### src/rtl/pc_ctrl_pkg.sv
// Shared constants for the PC/flag control unit:
// condition codes and flag bit positions.
package pc_ctrl_pkg;

  localparam logic [2:0] COND_NE     = 3'b000;
  localparam logic [2:0] COND_EQ     = 3'b001;
  localparam logic [2:0] COND_GT     = 3'b010;
  localparam logic [2:0] COND_LT     = 3'b011;
  localparam logic [2:0] COND_GE     = 3'b100;
  localparam logic [2:0] COND_LE     = 3'b101;
  localparam logic [2:0] COND_OV     = 3'b110;
  localparam logic [2:0] COND_UNCOND = 3'b111;

  localparam int FLAG_N = 0;
  localparam int FLAG_Z = 1;
  localparam int FLAG_V = 2;

endpackage

### src/rtl/branch_cond_eval.sv
// Branch condition evaluator: maps a 3-bit condition
// code and the effective N/Z/V flags to cond_true.
module branch_cond_eval
  import pc_ctrl_pkg::*;
(
  input  logic [2:0] i_cond,
  input  logic       i_n,
  input  logic       i_z,
  input  logic       i_v,
  output logic       o_true
);

  always_comb begin
    o_true = 1'b0;
    unique case (i_cond)
      COND_NE:     o_true = !i_z;
      COND_EQ:     o_true = i_z;
      COND_GT:     o_true = !i_z && !i_n;
      COND_LT:     o_true = i_n;
      COND_GE:     o_true = i_z || !i_n;
      COND_LE:     o_true = i_n || i_z;
      COND_OV:     o_true = i_v;
      COND_UNCOND: o_true = 1'b1;
      default:     o_true = 1'b0;
    endcase
  end

endmodule

### src/rtl/pc_seq_unit.sv
// Program-counter unit: PC and N/Z/V flag state, branch
// resolution, stall and sticky halt.
module pc_seq_unit
  import pc_ctrl_pkg::*;
#(
  parameter int          ADDR_W      = 16,
  parameter int          IMM_W       = 9,
  parameter int          PC_STEP     = 2,
  parameter int          IMM_SHIFT   = 1,
  parameter logic [ADDR_W-1:0] RESET_PC = '0,
  parameter bit          FLAG_BYPASS = 1'b1
) (
  input  logic              clk,
  input  logic              rst,
  input  logic              stall,
  input  logic              halt,
  input  logic              br_en,
  input  logic              br_reg_mode,
  input  logic [2:0]        cond,
  input  logic [IMM_W-1:0]  imm,
  input  logic [ADDR_W-1:0] br_reg,
  input  logic [2:0]        flag_we,
  input  logic [2:0]        flag_in,
  output logic [ADDR_W-1:0] pc,
  output logic [ADDR_W-1:0] pc_plus,
  output logic              taken,
  output logic [2:0]        flags,
  output logic              halted
);

  logic [ADDR_W-1:0] r_pc;
  logic [2:0]        r_flags;
  logic              r_halted;

  logic [ADDR_W-1:0] w_pc_plus;
  logic [ADDR_W-1:0] w_imm_sx;
  logic [ADDR_W-1:0] w_imm_off;
  logic [ADDR_W-1:0] w_target;
  logic [2:0]        w_flags_wr;
  logic [2:0]        w_flags_eff;
  logic              w_cond_true;
  logic              w_taken;

  logic [ADDR_W-1:0] w_pc_nxt;
  logic [2:0]        w_flags_nxt;
  logic              w_halted_nxt;

  assign w_pc_plus = r_pc + ADDR_W'(PC_STEP);
  assign w_imm_sx  = {{(ADDR_W-IMM_W){imm[IMM_W-1]}}, imm};
  assign w_imm_off = w_imm_sx << IMM_SHIFT;
  assign w_target  = br_reg_mode ? br_reg
                                 : w_pc_plus + w_imm_off;

  assign w_flags_wr  = (flag_we & flag_in) | (~flag_we & r_flags);
  assign w_flags_eff = FLAG_BYPASS ? w_flags_wr : r_flags;

  branch_cond_eval u_cond (
    .i_cond (cond),
    .i_n    (w_flags_eff[FLAG_N]),
    .i_z    (w_flags_eff[FLAG_Z]),
    .i_v    (w_flags_eff[FLAG_V]),
    .o_true (w_cond_true)
  );

  assign w_taken = br_en && w_cond_true && !stall
                && !r_halted && !halt;

  always_comb begin
    w_pc_nxt     = r_pc;
    w_flags_nxt  = r_flags;
    w_halted_nxt = r_halted;
    if (!r_halted && !stall) begin
      w_flags_nxt = w_flags_wr;
      if (halt)         w_halted_nxt = 1'b1;
      else if (w_taken) w_pc_nxt     = w_target;
      else              w_pc_nxt     = w_pc_plus;
    end
  end

  always_ff @(posedge clk) begin
    if (rst) begin
      r_pc     <= RESET_PC;
      r_flags  <= 3'b000;
      r_halted <= 1'b0;
    end else begin
      r_pc     <= w_pc_nxt;
      r_flags  <= w_flags_nxt;
      r_halted <= w_halted_nxt;
    end
  end

  assign pc      = r_pc;
  assign pc_plus = w_pc_plus;
  assign taken   = w_taken;
  assign flags   = r_flags;
  assign halted  = r_halted;

endmodule

### config.mk
export PLATFORM = sky130hd
export DESIGN_NAME = pc_seq_unit
export DESIGN_NICKNAME = d
export VERILOG_FILES = /design/src/rtl/pc_ctrl_pkg.sv /design/src/rtl/branch_cond_eval.sv /design/src/rtl/pc_seq_unit.sv
export SDC_FILE = /design/constraint.sdc
export NUM_CORES = 1
export LEC_CHECK = 0
export CORE_UTILIZATION = 25
export CTS_CLUSTER_DIAMETER = 200
export DETAILED_ROUTE_END_ITERATION = 10
export GPL_ROUTABILITY_DRIVEN = 0
export SKIP_CTS_REPAIR_TIMING = 1
export SLEW_MARGIN = 20
export SYNTH_ARGS = -nofsm -noshare
export SYNTH_HDL_FRONTEND = slang
export SYNTH_HIERARCHICAL = 1
export SYNTH_SLANG_ARGS = --single-unit
export TNS_END_PERCENT = 50
### constraint.sdc
create_clock -name clk -period 2.96 [get_ports clk]
set_input_delay 0.74 -clock clk [delete_from_list [all_inputs] [get_ports clk]]
set_output_delay 0.74 -clock clk [all_outputs]
set_load 0.005 [all_outputs]
# After elaboration in Yosys (flattened, before gate mapping)
# Cells that the tools add are included.
[op_classes]
multipliers = 0
n_div = 0
n_reduce_logical = 16
bitwise = 5
n_addsub = 2
eq_ne = 7
n_shift = 0
n_lt_le_gt_ge = 0
n_mux = 3
[op_table]
columns = ["op", "count"]
rows = [
  ["$mux 16", 2],
  ["$add 16x16->16", 1],
  ["$add 16x2->16 const B", 1],
  ["$eq 3x3->1 const B", 4],
  ["$pmux 1 s8", 1],
  ["$and 3x3->3", 2],
  ["$eq 3x2->1 const B", 2],
  ["$logic_and 1x1->1", 6],
  ["$logic_not 1->1", 5],
  ["$reduce_and 2->1", 2],
  ["$eq 3x1->1 const B", 1],
  ["$logic_not 3->1", 1],
  ["$not 3->3", 1],
  ["$or 3x3->3", 1],
  ["$logic_or 1x1->1", 2],
  ["$not 1->1", 1],
]
[totals]
mem_bits_ro = 0
mem_count = 0
elab_cells = 36
reg_bits = 20
out_inout_bits = 37
latch_bits = 0
ram_bits = 0

# Logic depth before layout (Yosys ltp)
# Gate-level depths: netlist of run 1.
[depth]
word_depth = 11
ltp_mapped = 12
ltp_nobuf = 11

# Hierarchy
# The synthesis of run 1 kept the hierarchy.
[modules_own_cells]
columns = ["mod", "seq_area_each_um2", "n_inst", "area_each_um2", "cells_each"]
rows = [
  ["pc_seq_unit", 400.4, 1, 2178.3, 290],
  ["branch_cond_eval", 0.0, 1, 76.3, 11],
]

# Worst setup path before layout of run 1
# Ideal clock, no wire load.
[synth_path]
kind = "input to register"
start = "input port flag_we[0]"
end = "register r_pc[14] (netlist: pc[14])"
setup_ns = 0.091
setup_slack_ns = 0.307
stages = 12
n_path_buf = 1
arrival_ns = 2.562
t_required_ns = 2.869
cell_sequence = "mux2_2 -> nand2_1 -> mux2i_1 -> a21oi_1 -> o21a_1 -> and2_1 -> clkbuf_1 -> nand3_1 -> nor3_1 -> a221oi_1 -> o211ai_1 -> a311oi_1"
[synth_between]
elab_chain_cells = 11
word_cells_on_any_way = 14
cone_classes = "mux (2); bitwise (4); reduce/logical (8)"
[synth_rtl]
columns = ["item", "line", "rtl"]
rows = [
  ["start: declaration", "pc_seq_unit.sv:22", "input logic [2:0] flag_we,"],
  ["$not 3->3", "pc_seq_unit.sv:54", "assign w_flags_wr = (flag_we & flag_in) | (~flag_we & r_flags);"],
  ["$and 3x3->3", "pc_seq_unit.sv:54", ""],
  ["$or 3x3->3 *", "pc_seq_unit.sv:54", ""],
  ["$logic_not 1->1", "branch_cond_eval.sv:18, branch_cond_eval.sv:20", ""],
  ["$logic_or 1x1->1 or $logic_and 1x1->1 (tied branches)", "branch_cond_eval.sv:20, branch_cond_eval.sv:18", ""],
  ["$pmux 1 s8 *", "branch_cond_eval.sv:15", "unique case (i_cond)"],
  ["via w_cond_true", "pc_seq_unit.sv:41", "logic w_cond_true;"],
  ["$logic_and 1x1->1 * (2 in a row)", "pc_seq_unit.sv:65", "assign w_taken = br_en && w_cond_true && !stall"],
  ["$logic_and 1x1->1 * (2 in a row)", "pc_seq_unit.sv:66", "&& !r_halted && !halt;"],
  ["$mux 16 *", "pc_seq_unit.sv:75", "else if (w_taken) w_pc_nxt = w_target;"],
  ["end signal: assignment", "pc_seq_unit.sv:86", "r_pc <= w_pc_nxt;"],
  ["end: declaration", "pc_seq_unit.sv:31", "logic [ADDR_W-1:0] r_pc;"],
]
# The timed path passes the listed nets; every way through them passes the cells marked *.
# A chain may end at the register's enable or synchronous reset.

# Worst setup path in the final report of run 1
[layout_path]
start = "input port imm[0]"
end = "register r_pc[15] (netlist: pc[15])"
[layout_between]
elab_chain_cells = 3
[layout_rtl]
columns = ["item", "line", "rtl"]
rows = [
  ["start: declaration", "pc_seq_unit.sv:20", "input logic [IMM_W-1:0] imm,"],
  ["$add 16x16->16", "pc_seq_unit.sv:52", ": w_pc_plus + w_imm_off;"],
  ["$mux 16", "pc_seq_unit.sv:51", "assign w_target = br_reg_mode ? br_reg"],
  ["$mux 16", "pc_seq_unit.sv:75", ""],
]
# No other way between the ends.

==> flow_summary.yaml, run 1 <==
floorplan:
  num_rows: 34
  initial_core_util: 0.259
  dieArea_um2: 9400
  die_y_um: 97.0
  core_area_um2: 8720
  die_x_um: 97.0
  io_pins: 77
clock_network:
  path_clk_slew_ns: 0.08
  cts_sinks: 20
  clockBufferDepth: 2
  insertion_delay_ns: 0.26
  cts_tree: "done"
  ctsRootBufferMaster: "clkbuf_8"
  cts_buffers: 3
  htreeDepth: 1
pwr:
  design_power_total_uw: 882
  cellLeakagePower_nw: 1.59
  power.density_nw_per_um2: 242
  peakVddDrop_mv: 0.145
logic_synthesis:
  synth_edf_count: 0
  synth_nets: 360
  synth-seq-cells: 20
  postSynthAreaPerCell_um2: 7.49
  synth_cells: 301
  synthFlopType: "dfxtp_1"
  ys_warn_count: 6
  yosysTopAreaCell: "dfxtp_1"
  synth_async_sr_flop_share: 0
  syn_area_um2: 2250
  yosys.area.top_type_share: 0.178
  synth_cell_type_count: 56
  ys_seq_area_frac: 0.178
  synth_area_leaders: "dfxtp_1 18%, ha_1 10%, a21oi_1 6.4%"
timing:
  hold_viol: 0
  worst_pin_slew_ns: 0.373
  setup_viol: 0
  slew_viol_final: 0
  slew_headroom: 0.749
  finalCritPeriodShare: 0.970
  fin_crit_ns: 2.87
  tns_ns: 0
  fmax_mhz: 348
  fin_skew_ns: 0.00318
placed_design:
  portBuffers: 76
  hpwl_mm: 6.37
final_layout:
  utilization: 0.418
  nets: 477
  layout-drive-gt1-share: 0.226
  areaGrowthSynthToFinish_pct: 61.7
  nFillCells: 886
  n_antenna_cell: 0
  layout_commonest_cell: "clkdlybuf4s50_1"
  mostFrequentLayoutCells: "69 x clkdlybuf4s50_1, 54 x buf_4, 30 x nand2_1"
setup_path:
  end_kind: "flop"
  critical_path_class: "in -> reg"
  crit_arrival_ns: 3.08
  crit_chain: "clkdlybuf4s50_1 -> ha_2 -> inv_1 -> fa_2 -> and2b_2 -> o2111ai_4 -> a211oi_2 -> buf_4 -> nor2_2 -> a2111oi_2 -> a211o_1"
  cpPeakStageDelay_ns: 0.46
  cp_data_required_time_ns: 3.17
  r2r_cells: 11
  r2r-end: "pc[15]"
  r2r_start: "pc[2]"
  crit_path_max_fanout: 4
  cp-start-kind: "primary input"
  crit_path_top_delay_cell: "clkdlybuf4s50_1"
  ff2ff_setup_slack_ns: 0.22
grt:
  grt_pass1_vias: 2673
  grt_util_all_layers: 0.169
  grtUsageMet2: 0.279
  grt_use_met3: 0.0340
  grt-busiest-layer: "met2"
  grt-ovfl-total: 0
  grt_max_degree: 18
  use_met1: 0.224
  grt_antenna_before_repair: 0
  grt_pass1_wl_mm: 13.1
drt:
  ant_nets: 0
  drt_iter0_drc: 98
  vias_per_cell: 5.19
  vias: 2717
  wl_per_cell_um: 15.4
  dr.pass1.iters: 4
  routed_wl_mm: 8.07
  drcViolationCount: 0
worst_hold_path:
  hold_path_depth: 2
  min_to: "pc[0]"
  hold_class: "reg -> reg"
  min_from: "pc[0]"
outcome:
  status: "finished, final reports clean"
run:
  drv_cap: 0
-- how the worst max path moves through the flow --
stage,start,to,slack [ns],cells past startpoint
2_1_floorplan,flag_we[0],pc[14],0.31,12
3_3_place_gp,flag_we[0],taken,-0.55,9
5_1_grt,imm[0],pc[15],-0.02,11
4_1_cts,flag_we[0],taken,-0.58,9
3_5_place_dp,flag_we[0],taken,-0.57,9
6_report,imm[0],pc[15],0.09,11
-- per-layer routing --
layer	vias up	part of all wire
li1	1334	-
met1	1271	0.45
met2	99	0.47
met3	13	0.063
met4	0	0.014
met5	-	0
-- synth_stat cells, types with 2 or more instances --
master	instances
xnor2_1	12
a211oi_1	6
o21ai_0	22
xor2_1	6
clkbuf_2	2
a21o_1	9
nor2_1	10
nor3_1	5
nand4_1	7
o21a_1	6
a31oi_1	3
dfxtp_1	20
buf_2	5
nor3_2	2
ha_1	18
nand3_1	8
o221ai_1	3
nor3b_1	2
and4_1	2
and3_1	6
a311oi_1	2
a21oi_1	29
mux2_2	3
and2_1	3
or3_1	7
o211ai_1	10
mux2i_1	4
inv_1	14
a22oi_1	2
nand2b_1	5
nand2_1	32
clkbuf_1	9
buf_4	2
nand4_2	2
nor2b_1	2
-- worst max-delay path, delay by kind of cell --
family | cells | cell delay, ns
buffers and inverters | 3 | 0.66
AND/OR/NAND/NOR | 2 | 0.34
adder cells (fa/ha/maj) | 2 | 0.50
AO/OA/AOI/OAI | 4 | 0.83
-- layout make-up --
class,count,area [um^2],share of cell area
Multi-Input combinational cell,247,1820,0.499
Tap cell,108,135,0.0371
Clock buffer,3,41.3,0.0113
Sequential cell,20,408,0.112
Timing Repair Buffer,130,1180,0.324
Inverter,16,60.1,0.0165
-- through the flow --
stage,setup slack (ns),cell area (um^2),hold WS (ns),cells
after floorplan,0.307,2250,0.466,301
after global placement,-0.555,3450,0.476,518
after detailed placement,-0.575,3450,0.479,518
after CTS,-0.575,3490,0.490,521
after global routing,-0.0150,3640,0.500,524
final,0.0898,3640,0.483,524
-- kinds of logic after synthesis --
kind of cell               share of synthesized area
AOI/OAI and AO/OA                              0.288
and+or+nand+nor                                0.252
buffers and inverters                         0.0638
DFF                                            0.178
xor gates and xnor gates                      0.0771
adders and majority gates                      0.109
muxes                                         0.0327
-- flip-flops by register name, summed over array words and instances (netlist names) --
register / flops
pc: 16
flags: 3
halted: 1
-- power by group --
part	internal (mW)	total, mW	switching [mW]	leakage (nW)
Clock	0.0909	0.186	0.0951	0.0216
Combinational	0.215	0.398	0.183	1.40
Sequential	0.282	0.298	0.0165	0.165
Note: power is estimated with default switching activity, not from simulation.
==> run 2, diff against run 1 <==
--- a/config.mk
+++ b/config.mk
@@ -5,6 +5,7 @@
 export SDC_FILE = /design/constraint.sdc
 export NUM_CORES = 1
 export LEC_CHECK = 0
+export ABC_AREA = 1
 export CORE_UTILIZATION = 25
 export CTS_CLUSTER_DIAMETER = 200
 export DETAILED_ROUTE_END_ITERATION = 10
==> run 2 against run 1 <==
Effect of this change:
- the flow now finishes with violations (design-rule violations)
- sequential share of layout area grew 1.0 points
- non-clock buffer count decreased by 41
- count of clock-buffer cells in the layout is the same
- cell count is 12% higher
- fmax increased by 1.0%
- final area decreased by 7.4%
- die area rose by 2.1%
- critical endpoint is now taken
==> flow_summary.yaml, run 2 <==
pwr:
  p_int_uw: 660
  clkPwrFrac: 0.286
  power_frac_comb: 0.402
  power.density_nw_per_um2: 290
  seq_power_share: 0.312
  cellLeakagePower_nw: 1.59
  power.switching_uw: 318
  p_sw_frac: 0.326
  peakVddDrop_mv: 0.153
floorplan:
  initial_core_util: 0.262
  die_x_um: 98.0
  num_rows: 34
  die_y_um: 98.0
  dieArea_um2: 9600
  core_area_um2: 8810
  io_pins: 77
timing:
  fin_crit_ns: 2.84
  slew_headroom: 0.711
  worst_pin_slew_ns: 0.432
  tns_ns: 0
  setup_viol: 0
  finalCritPeriodShare: 0.960
  rsz0062_at_grt: "true"
  fmax_mhz: 352
  fin_skew_ns: 0.00767
  hold_viol: 0
  fin_ws_ns: 0.120
  slew_viol_final: 0
logic_synthesis:
  synth_cell_type_count: 33
  postSynthAreaPerCell_um2: 5.85
  syn_area_um2: 2300
  synth_most_common_cell: "nand2_1"
  synth_area_leaders: "nand2_1 20%, dfxtp_1 17%, ha_1 9.8%"
  synth_nets: 453
  ys_seq_area_frac: 0.174
  synth_async_sr_flop_share: 0
  ys_top_cells_by_count: "125 x nand2_1, 57 x inv_1, 31 x a21oi_1, 31 x nor2_1, 27 x nand3_1"
  synth_edf_count: 0
  synthFlopType: "dfxtp_1"
  synth-seq-cells: 20
  synth_cells: 394
  yosys.area.top_type_share: 0.204
  ys_warn_count: 6
  yosysTopAreaCell: "nand2_1"
drt:
  wl_per_cell_um: 12.7
  dr.pass1.iters: 9
  vias_per_cell: 4.74
  drcViolationCount: 5
  vias: 2780
  drt_iter0_drc: 165
  ant_nets: 0
  routed_wl_mm: 7.46
clock_network:
  cts_tree: "done"
  clockBufferDepth: 2
  path_clk_slew_ns: 0.08
  cts_sinks: 20
  ctsRootBufferMaster: "clkbuf_8"
  htreeDepth: 1
  insertion_delay_ns: 0.27
  cts_buffers: 3
placed_design:
  pre_cts_ws_ns: -0.353
  hpwl_mm: 6.10
  portBuffers: 76
  place_area_um2: 3250
final_layout:
  stdcell_area_um2: 3370
  mostFrequentLayoutCells: "125 x nand2_1, 74 x clkdlybuf4s50_1, 57 x inv_1"
  utilization: 0.383
  n_antenna_cell: 0
  largest_reg_flops: 16
  layout-drive-gt1-share: 0.100
  layout_commonest_cell: "nand2_1"
  nets: 538
  areaGrowthSynthToFinish_pct: 46.5
grt:
  grt_util_all_layers: 0.157
  grt_pass1_vias: 2551
  grt_max_degree: 20
  grt_antenna_before_repair: 0
  grt_pass1_wl_mm: 12.3
  grt-ovfl-total: 0
worst_hold_path:
  hold_class: "reg -> reg"
setup_path:
  end_kind: "output port"
  cpPeakStageDelay_ns: 0.49
  cp-start-kind: "primary input"
  cp_data_required_time_ns: 2.22
  crit_top_cell: "nand2_1"
  crit_family: "buffers and inverters"
  crit_arrival_ns: 2.10
  critical_path_class: "in -> out"
  crit_path_top_delay_cell: "clkdlybuf4s50_1"
  cp.buffers_inverters: 3
  crit_chain: "clkdlybuf4s50_1 -> nand2_1 -> o21ai_2 -> nand2_1 -> nand2_1 -> nand2_1 -> nand2_2 -> nand3_2 -> nand3_2 -> clkinv_1 -> dlymetal6s2s_1"
  crit_path_max_fanout: 3
outcome:
  status: "finished, violations left"
  violations: "design-rule violations"
run:
  drv_cap: 0
-- run 2: logic make-up (layout without fill, tap and decap cells) --
| kind of cell | Yosys count | after routing | share of synthesized area |
|---|---|---|---|
| AO/OA/AOI/OAI | 63 | 63 | 0.153 |
| XOR/XNOR | 13 | 13 | 0.0527 |
| adder cells (fa/ha/maj) | 19 | 19 | 0.106 |
| buffers and inverters | 69 | 153 | 0.116 |
| flip-flops | 20 | 20 | 0.174 |
| AND/OR/NAND/NOR | 210 | 210 | 0.398 |
-- run 2: routing by layer --
layer / vias to the layer above / GRT usage / routed length [um] / part of all wire
li1: 1437 / - / - / -
met1: 1249 / 0.217 / 3530 / 0.47
met2: 87 / 0.257 / 3380 / 0.45
met3: 7 / 0.0344 / 487 / 0.065
met4: 0 / 0.0175 / 68 / 0.0091
met5: - / 0 / 0 / 0
-- run 2: final timing paths --
kind                                 start  endpoint  slack, ns  cells past startpoint
worst max-delay path            flag_we[0]     taken       0.12                     11
worst max register to register       pc[1]    pc[14]       0.32                     22
worst min register to register    flags[2]  flags[2]       0.50                      2
worst min-delay path              flags[2]  flags[2]       0.50                      2
-- run 2: through the flow --
step	hold slack, ns	instances	power [mW]
after floorplan	0.459	394	0.512
after CTS	0.486	585	0.979
after global placement	0.470	581	0.689
final	0.501	586	0.978
after global routing	0.538	586	1.05
after detailed placement	0.474	581	0.695
-- run 2: worst reg2reg max path, cell delays in order (launching register included) --
cell,delay [ns]
dfxtp_4,0.38
buf_4,0.12
nand3_2,0.08
nor2_2,0.10
nand2_2,0.10
nor2_4,0.12
nand2_2,0.09
nor2_1,0.10
nand2_1,0.05
nand2_1,0.12
inv_1,0.07
ha_1,0.33
nand2_1,0.13
inv_1,0.05
nand2_1,0.06
nand2_1,0.06
a21oi_1,0.16
nand2_1,0.07
nand2_1,0.06
nand3_1,0.08
nand2_1,0.09
nand2_1,0.05
a21oi_1,0.11
-- run 2: layout make-up --
cell class / count / area (um^2)
tap: 108 / 135
fill: 924 / 5430
inverter: 60 / 225
sequential: 20 / 413
multi-input combinational: 305 / 1670
timing repair buffer: 89 / 863
clock buffer: 3 / 41.3
clock inverter: 1 / 30.0
-- run 2: power groups by stage --
| stage | logic [mW] | registers, mW | clock network [mW] |
|---|---|---|---|
| after floorplan | 0.203 | 0.309 | 0 |
| after global placement | 0.379 | 0.311 | 0 |
| after detailed placement | 0.384 | 0.311 | 0 |
| after CTS | 0.386 | 0.305 | 0.288 |
| after global routing | 0.440 | 0.309 | 0.296 |
| final | 0.393 | 0.305 | 0.280 |
==> run 3, diff against run 2 <==
--- a/config.mk
+++ b/config.mk
@@ -6,10 +6,11 @@
 export NUM_CORES = 1
 export LEC_CHECK = 0
 export ABC_AREA = 1
-export CORE_UTILIZATION = 25
+export CORE_UTILIZATION = 47
 export CTS_CLUSTER_DIAMETER = 200
 export DETAILED_ROUTE_END_ITERATION = 10
 export GPL_ROUTABILITY_DRIVEN = 0
+export PLACE_DENSITY = 0.82
 export SKIP_CTS_REPAIR_TIMING = 1
 export SLEW_MARGIN = 20
 export SYNTH_ARGS = -nofsm -noshare
==> run 3 against run 2 <==
Effect of this change:
- the flow now finishes without violations
- total power shrank 8.1%
- critical path depth fell by 4
- routed wire length down 9.1%
- combinational power is 3% lower
- highest routed layer unchanged
==> flow_summary.yaml, run 3 (synthesis gave the netlist of run 2 again) <==
final_layout:
  utilization: 0.693
  stdcell_area_um2: 3270
  layout_commonest_cell: "nand2_1"
  n_antenna_cell: 0
  nets: 536
  areaGrowthSynthToFinish_pct: 42.2
  largest_reg_flops: 16
  final_cells: 543
  mostFrequentLayoutCells: "125 x nand2_1, 73 x clkdlybuf4s50_1, 57 x inv_1"
  layout-drive-gt1-share: 0.0945
  nFillCells: 424
timing:
  setup_viol: 0
  worst_pin_slew_ns: 0.485
  rsz0062_at_grt: "true"
  fin_skew_ns: 0.00195
  hold_viol: 0
  slew_headroom: 0.676
  finalCritPeriodShare: 0.967
  fmax_mhz: 349
  worst_hold_slack_ns: 0.501
  slew_viol_final: 0
  fin_crit_ns: 2.86
drt:
  route.met3.wl_um: 352
  wl_per_cell_um: 12.5
  vias_per_cell: 5.05
  wl_met2_mm: 3.22
  ant_nets: 0
  top_layer_used: "met4"
  wl_met1_mm: 3.13
  routed_wl_mm: 6.78
  drt_iter0_drc: 151
  drcViolationCount: 0
  vias: 2742
  dr.pass1.iters: 4
setup_path:
  cp_data_required_time_ns: 2.22
  cp-start-kind: "flop"
  ff2ff_setup_slack_ns: 0.30
  crit_path_top_delay_cell: "clkdlybuf4s50_1"
  r2r_cells: 19
  crit_path_max_fanout: 5
  crit_arrival_ns: 2.12
  crit_chain: "ha_1 -> nand3_2 -> inv_1 -> nand2_1 -> nor3_2 -> xor2_1 -> clkdlybuf4s50_1"
  critical_path_class: "reg -> out"
  end_kind: "output port"
  cpPeakStageDelay_ns: 0.56
pwr:
  power.density_nw_per_um2: 275
  cellLeakagePower_nw: 1.58
  seq_power_share: 0.340
  power_frac_comb: 0.426
  clkPwrFrac: 0.234
  design_power_total_uw: 899
  p_int_uw: 593
  peakVddDrop_mv: 0.278
  power.switching_uw: 306
  p_sw_frac: 0.340
clock_network:
  path_clk_slew_ns: 0.08
  cts_buffers: 3
  cts_tree: "done"
  htreeDepth: 1
  clockBufferDepth: 2
  insertion_delay_ns: 0.26
  cts_sinks: 20
  ctsRootBufferMaster: "clkbuf_8"
placed_design:
  hpwl_mm: 5.41
  place_area_um2: 3190
  portBuffers: 76
  place_inst: 539
grt:
  grt_max_degree: 20
  grt_pass1_wl_mm: 11.2
  grt_antenna_before_repair: 0
  grt_util_all_layers: 0.271
  grt-ovfl-total: 0
  grt_pass1_vias: 2565
run:
  drv_cap: 0
floorplan:
  dieArea_um2: 5180
  initial_core_util: 0.488
  num_rows: 25
  core_area_um2: 4720
  die_x_um: 72.0
  die_y_um: 72.0
  io_pins: 77
worst_hold_path:
  hold_class: "reg -> reg"
  hold_path_depth: 2
outcome:
  status: "finished, final reports clean"
run 3: metal layers:
layer,up-vias,track usage
li1,1426,-
met1,1215,0.353
met2,91,0.477
met3,10,0.0458
met4,0,0.0458
met5,-,0
run 3: final cells by class:
cell class | instances | area, um^2 | area share
tap | 67 | 83.8 | 0.0256
inverter | 60 | 225 | 0.0688
timing repair buffer | 87 | 851 | 0.260
clock buffer | 4 | 55.1 | 0.0168
multi-input combinational | 305 | 1660 | 0.506
sequential | 20 | 404 | 0.123
run 3: stage by stage:
stage	setup WS [ns]	TNS, ns
finish	0.0965	0
global route	-0.0197	-0.0197
CTS	-0.262	-0.262
detailed placement	-0.255	-0.255
global placement	-0.237	-0.237
floorplan	0.616	0
run 3: critical path: cells and delay by family (launching register included):
family | cells | cell delay [ns]
buffers and inverters | 2 | 0.63
flip-flops | 1 | 0.39
AND/OR/NAND/NOR | 3 | 0.34
XOR/XNOR | 1 | 0.29
adder cells (fa/ha/maj) | 1 | 0.21
run 3: worst paths after layout:
check | from | end
worst max-delay path | pc[1] | pc_plus[13]
worst min-delay path | flags[2] | flags[2]
worst max register to register | pc[1] | pc[14]
worst min register to register | flags[2] | flags[2]
run 3: power by group through the flow:
| stage | sequential [mW] | combinational [mW] | clock (mW) |
|---|---|---|---|
| floorplan | 0.309 | 0.203 | 0 |
| global placement | 0.310 | 0.369 | 0 |
| global route | 0.309 | 0.428 | 0.221 |
| finish | 0.306 | 0.383 | 0.210 |
| CTS | 0.305 | 0.378 | 0.210 |
| detailed placement | 0.311 | 0.376 | 0 |
